File: src/rtl/denoise_pkg.sv
// denoise_pkg: shared types, widths and window geometry for the denoise frame controller
package denoise_pkg;
  typedef enum logic [1:0] {
    WAIT_VS     = 2'd0,
    WAIT_ACTIVE = 2'd1,
    RUN         = 2'd2
  } ctrl_state_t;
  typedef struct packed {
    logic       filter;
    logic [3:0] threshold;
  } cfg_t;
  localparam int X_W = 10;
  localparam int Y_W = 9;
  localparam int WIN_SIZE_DEF = 5;
  localparam int BORDER = WIN_SIZE_DEF / 2;
endpackage

File: src/rtl/denoise_ctrl_sync_edge.sv
// sync_edge: 2-flop synchronizer for async switches plus registered falling-edge detect for pixel-clock syncs
module sync_edge #(
  parameter int SW = 1,
  parameter int EW = 1
) (
  input  logic          clk,
  input  logic          reset_n,
  input  logic [SW-1:0] sw_i,
  output logic [SW-1:0] sw_o,
  input  logic [EW-1:0] ev_i,
  output logic [EW-1:0] fall_o
);
  logic [SW-1:0] meta_q, meta_d, sw_q, sw_d;
  logic [EW-1:0] ev_q, ev_d;
  always_comb begin
    meta_d = sw_i;
    sw_d   = meta_q;
    ev_d   = ev_i;
  end
  always_ff @(posedge clk or negedge reset_n) begin
    if (!reset_n) begin
      meta_q <= '0;
      sw_q   <= '0;
      ev_q   <= '0;
    end else begin
      meta_q <= meta_d;
      sw_q   <= sw_d;
      ev_q   <= ev_d;
    end
  end
  assign sw_o   = sw_q;
  assign fall_o = ev_q & ~ev_i;
endmodule

File: src/rtl/denoise_ctrl.sv
// denoise_ctrl: frame-level gating, frame-stable config latch and output-pixel
// coordinate/border tracking for the 5x5 denoise kernel.
module denoise_ctrl
  import denoise_pkg::*;
#(
  parameter int LINE_WIDTH   = 640,
  parameter int FRAME_HEIGHT = 480,
  parameter int WIN_SIZE     = WIN_SIZE_DEF
) (
  input  logic           clk,
  input  logic           reset_n,
  input  logic           vs_ni,
  input  logic           hs_ni,
  input  logic           blank_ni,
  input  logic           vs_ki,
  input  logic           hs_ki,
  input  logic           blank_ki,
  input  logic           filter_sw,
  input  logic [3:0]     threshold_sw,
  output logic           en_o,
  output logic           filter_en_o,
  output logic [3:0]     threshold_o,
  output logic           border_o,
  output logic [X_W-1:0] out_x_o,
  output logic [Y_W-1:0] out_y_o,
  output logic [7:0]     frame_cnt_o,
  output logic           cfg_changed_o
);
  localparam int B = WIN_SIZE / 2;
  localparam logic [X_W-1:0] X_MAX = X_W'(LINE_WIDTH - 1);
  localparam logic [Y_W-1:0] Y_MAX = Y_W'(FRAME_HEIGHT - 1);
  localparam logic [X_W-1:0] X_LO  = X_W'(B);
  localparam logic [X_W-1:0] X_HI  = X_W'(LINE_WIDTH - B);
  localparam logic [Y_W-1:0] Y_LO  = Y_W'(B);
  localparam logic [Y_W-1:0] Y_HI  = Y_W'(FRAME_HEIGHT - B);
  ctrl_state_t    state_q, state_d;
  cfg_t           sw_sync, cfg_q, cfg_d;
  logic           chg_q, chg_d, act_q, act_d;
  logic [7:0]     cnt_q, cnt_d;
  logic [X_W-1:0] x_q, x_d;
  logic [Y_W-1:0] y_q, y_d;
  logic           vs_fall, hsk_fall, vsk_fall;
  sync_edge #(.SW(5), .EW(3)) u_sync (
    .clk    (clk),
    .reset_n(reset_n),
    .sw_i   ({filter_sw, threshold_sw}),
    .sw_o   (sw_sync),
    .ev_i   ({vs_ni, hs_ki, vs_ki}),
    .fall_o ({vs_fall, hsk_fall, vsk_fall})
  );
  // act_q remembers whether the kernel line now ending carried any pixel
  always_comb begin
    state_d = (state_q == WAIT_VS)     ? (vs_fall  ? WAIT_ACTIVE : WAIT_VS) :
              (state_q == WAIT_ACTIVE) ? (blank_ni ? RUN : WAIT_ACTIVE) : RUN;
    cfg_d   = vs_fall ? sw_sync : cfg_q;
    chg_d   = vs_fall && (sw_sync != cfg_q);
    cnt_d   = cnt_q + 8'(vs_fall && state_q == RUN);
    act_d   = hsk_fall ? 1'b0 : (act_q | blank_ki);
    x_d     = hsk_fall ? '0 : (blank_ki && x_q != X_MAX) ? x_q + X_W'(1) : x_q;
    y_d     = vsk_fall ? '0 : (hsk_fall && act_q && y_q != Y_MAX) ? y_q + Y_W'(1) : y_q;
  end
  always_ff @(posedge clk or negedge reset_n) begin
    if (!reset_n) begin
      state_q <= WAIT_VS;
      cfg_q   <= '0;
      chg_q   <= 1'b0;
      cnt_q   <= '0;
      act_q   <= 1'b0;
      x_q     <= '0;
      y_q     <= '0;
    end else begin
      state_q <= state_d;
      cfg_q   <= cfg_d;
      chg_q   <= chg_d;
      cnt_q   <= cnt_d;
      act_q   <= act_d;
      x_q     <= x_d;
      y_q     <= y_d;
    end
  end
  assign en_o          = blank_ni && (state_q != WAIT_VS);
  assign filter_en_o   = cfg_q.filter;
  assign threshold_o   = cfg_q.threshold;
  assign cfg_changed_o = chg_q;
  assign frame_cnt_o   = cnt_q;
  assign out_x_o       = x_q;
  assign out_y_o       = y_q;
  assign border_o      = blank_ki && (x_q < X_LO || x_q >= X_HI || y_q < Y_LO || y_q >= Y_HI);
endmodule

File: config.mk
export PLATFORM = sky130hd
export DESIGN_NAME = denoise_ctrl
export DESIGN_NICKNAME = d
export VERILOG_FILES = /design/src/rtl/denoise_pkg.sv /design/src/rtl/denoise_ctrl_sync_edge.sv /design/src/rtl/denoise_ctrl.sv
export SDC_FILE = /design/constraint.sdc
export NUM_CORES = 1
export LEC_CHECK = 0
export ABC_AREA = 1
export CORE_MARGIN = 1.5
export CORE_UTILIZATION = 30
export DETAILED_ROUTE_END_ITERATION = 6
export PLACE_DENSITY = 0.48
export SLEW_MARGIN = 20
export SYNTH_ARGS = -nofsm -noshare
export SYNTH_HDL_FRONTEND = slang
export SYNTH_HIERARCHICAL = 1
export SYNTH_SLANG_ARGS = --single-unit
File: constraint.sdc
create_clock -name clk -period 1.89 [get_ports clk]
set_input_delay 0.378 -clock clk [delete_from_list [all_inputs] [get_ports clk]]
set_output_delay 0.378 -clock clk [all_outputs]
set_load 0.05 [all_outputs]
==> impl_metrics.json, run 1 <==
{
  "place_area_mm2": 0.003077,
  "cts.sinks": 49,
  "cts_tree": "yes",
  "vias": 2145,
  "final-instance-count-excl-fill": 479,
  "grt_start_max_net_pins": 50,
  "ir_worst_vdd_v": 0.0004653,
  "cp.arrival_ns": 1.52,
  "ios": 48,
  "syn-num-nets": 315,
  "fin_crit_ns": 1.897,
  "cp_slowest_cell": "dfrtp_2",
  "synth.top_cell.area_share_pct": 50.28,
  "vias_per_cell": 4.478,
  "dr.pass1.iters": 4,
  "die_area_mm2": 0.008679,
  "drtAntennaViolNets": 0,
  "diodes": 0,
  "synth_ff_type": "dfrtp_1",
  "gp_congestion": 0.8429,
  "portBuffers": 46,
  "synthMuxAreaShare_pct": 0,
  "crit_type": "reg2out",
  "violations": "setup timing",
  "synth.cell_area_mm2": 0.002439,
  "fin_nets": 394,
  "gr-total-overflow": 0,
  "grt_pass1_wl_um": 9549,
  "synthTopCellsByCount": "78 x nand2_1, 49 x dfrtp_1, 36 x inv_1",
  "synthAdderAreaFrac_pct": 2.565,
  "setup_viol": 1,
  "hold_class": "in2async",
  "p_comb_share_pct": 40.8,
  "ff2ff_setup_slack_ns": 0.22,
  "dp.cells": 454,
  "htree_levels": 2,
  "clock_tree.root_cell": "clkbuf_8",
  "worst-path-stages": 9,
  "area_growth_pct": 37.61,
  "synth_cells": 297,
  "hold_viol_final": 0,
  "drv_slew": 0,
  "status": "finished, violations left",
  "cts.reportedPaths.clkPinSlew_ns": 0.10,
  "yosysSeqAreaShare_pct": 50.28,
  "dp_hpwl_um": 3875,
  "slew_headroom_pct": 66.89,
  "end_kind": "output pin",
  "rows": 32,
  "r2r-start": "out_y_o[1]",
  "layout_setup_ws_ns": -0.007026,
  "yosys.area_share.simple_pct": 31.55,
  "grt_use_total_pct": 13.93,
  "worstPathRequired_ns": 1.51,
  "multi_input_area_mm2": 0.001111,
  "antenna_found_initial": 0,
  "reg2reg_depth": 9,
  "die_w_um": 93.16,
  "wire_per_inst_um": 12.03,
  "ys_ff_latch": 49,
  "grt_pass1_vias": 2079,
  "start_kind": "register",
  "yosysMostFrequentCell": "nand2_1",
  "max_cap_violations": 0,
  "power_density_mw_per_mm2": 1016,
  "die_h_um": 93.16,
  "power_switching_mw": 1.451,
  "p_leak_nw": 1.708,
  "final.fill_count": 801,
  "rsz0062_at_grt": "yes",
  "fmax_mhz": 527.1,
  "start_util_pct": 31.23,
  "synth_cell_types": 25,
  "design_area_mm2": 0.003356,
  "synth_top_area_cell": "dfrtp_1",
  "synth_top_family_by_area": "simple AND/OR/NAND/NOR gates",
  "cp_top_family": "simple AND/OR/NAND/NOR gates",
  "clockPowerShare_pct": 18.9,
  "synth_edf_count": 0,
  "drtIter0Drc": 47,
  "ctsHoldBuffers": 0,
  "power_switching_share_pct": 42.56,
  "cpPeakStageDelay_ns": 0.40,
  "pwr-share-seq_pct": 40.3,
  "reg2reg_to": "out_y_o[6]",
  "seq_area_mm2": 0.001241,
  "fin_skew_ns": 0.004324,
  "yosys-top-cells-area": "dfrtp_1 50%, nand2_1 12%, nand3_1 7.2%",
  "synthArstFlopShare_pct": 100.0,
  "synth_compound_area_share_pct": 3.181,
  "drc": 0,
  "clk-insertion-delay-late_ns": 0.30,
  "yosysWarnings": 6,
  "cp_common_cell": "nand2_1",
  "clock_path_buffers": 2,
  "cp_cell_sequence": "nand2_1 -> nor2_4 -> nand2_1 -> nand2_1 -> nand2_1 -> nand2_2 -> nor2_4 -> nor2_4 -> buf_12",
  "path_max_fanout": 4,
  "critPathBufInv": 1,
  "tightestPinTransition_ns": 0.4959,
  "internal-power_mw": 1.958,
  "avgSynthCellArea_um2": 8.211,
  "wl_um": 5760,
  "post-route-period-util_pct": 100.4,
  "synth_xor_area_share_pct": 5.387,
  "drive_gt1_share_pct": 29.18,
  "numCtsBuffers": 5,
  "core_mm2": 0.007807
}
-- cells by family (layout without fill, tap and decap cells) --
group,count (synthesis),count (layout)
buffers and inverters,43,123
XOR/XNOR,15,15
flip-flops,49,49
adder cells (fa/ha/maj),5,5
AO/OA/AOI/OAI,15,15
AND/OR/NAND/NOR,170,170
-- power by group through the flow --
| stage | registers, mW | clock network (mW) | logic, mW |
|---|---|---|---|
| 6_report | 1.37 | 0.643 | 1.39 |
| 5_1_grt | 1.40 | 0.726 | 1.49 |
| 4_1_cts | 1.37 | 0.688 | 1.35 |
| 3_5_place_dp | 1.41 | 0 | 1.30 |
| 3_3_place_gp | 1.41 | 0 | 1.29 |
| 2_1_floorplan | 1.89 | 0 | 0.355 |
-- registers in the layout (all words and copies together), names as in the netlist, 2 cells and up --
name           flops
frame_cnt_o        8
out_y_o            9
u_sync/sw_o        5
state_q            2
u_sync/ev_q        3
out_x_o           10
u_sync/meta_q      5
threshold_o        4
-- what timing repair did --
| item | CTS | global route |
|---|---|---|
| pin swaps | 2 | 6 |
| gates cloned | 0 | 0 |
| endpoints found under the setup margin | 3 | 3 |
| setup buffers | 12 | 5 |
| endpoints found under the hold margin | 0 | 0 |
| resized for setup | 14 | 10 |
-- layer usage --
metal,vias to the layer above,wire length [um],global-route usage [%]
li1,1088,-,-
met1,1007,2847,19.18
met5,-,0,0
met4,0,54,4.167
met2,45,2595,22.08
met3,5,263,2.764
-- worst register-to-register path: cells and delay by family (launching register included) --
family / cells / cell delay [ns]
flip-flops: 1 / 0.44
AO/OA/AOI/OAI: 1 / 0.07
AND/OR/NAND/NOR: 5 / 0.66
adder cells (fa/ha/maj): 1 / 0.17
buffers and inverters: 2 / 0.21
-- cell usage in the layout (no fill, tap or decap), drive strengths merged --
cell / count
dfrtp: 49
clkinv: 3
ha: 5
dlygate4sd2: 2
buf: 61
xor2: 13
a21o: 1
nand4: 7
inv: 38
nand2: 83
nand3: 37
nor2: 39
nor3: 4
dlymetal6s2s: 1
o21ai: 12
xnor2: 2
clkbuf: 6
a21oi: 2
clkdlybuf4s50: 12
-- per-stage QoR --
step | total power [mW] | setup slack, ns | util, % | TNS, ns | hold WS, ns
floorplan | 2.244 | 0.02776 | - | 0 | 0.08241
finish | 3.409 | -0.007026 | 42.98 | -0.007026 | 0.04928
CTS | 3.409 | -0.03589 | 41.99 | -0.03589 | 0.05205
global route | 3.614 | -0.1223 | 42.98 | -0.1223 | 0.05012
global placement | 2.701 | -0.2024 | 39.41 | -0.4359 | 0.3357
detailed placement | 2.708 | -0.2339 | 39.41 | -0.5291 | 0.3358
-- area by class of cell --
class / instances / share of cell area, %
sequential: 49 / 36.99
clock inverter: 2 / 0.4101
timing repair buffer: 76 / 19.16
tap: 102 / 3.803
inverter: 39 / 4.362
multi-input combinational: 205 / 33.11
clock buffer: 6 / 2.163
-- worst max-delay path by stage --
stage | slack (ns) | end | from
2_1_floorplan | 0.03 | border_o | out_y_o[7]
3_3_place_gp | -0.20 | frame_cnt_o[6] | vs_ni
3_5_place_dp | -0.23 | frame_cnt_o[6] | vs_ni
4_1_cts | -0.04 | border_o | out_y_o[0]
5_1_grt | -0.12 | border_o | out_y_o[0]
6_report | -0.007 | border_o | out_x_o[3]
No activity file was read; power rests on OpenSTA's default activity.
==> inputs of run 2 (changes only) <==
--- a/config.mk
+++ b/config.mk
@@ -8,6 +8,7 @@
 export ABC_AREA = 1
 export CORE_MARGIN = 1.5
 export CORE_UTILIZATION = 30
+export CTS_CLUSTER_SIZE = 10
 export DETAILED_ROUTE_END_ITERATION = 6
 export PLACE_DENSITY = 0.48
 export SLEW_MARGIN = 20
==> results of run 2 <==
The final DEF is identical to that of run 1; final timing and power are the same.
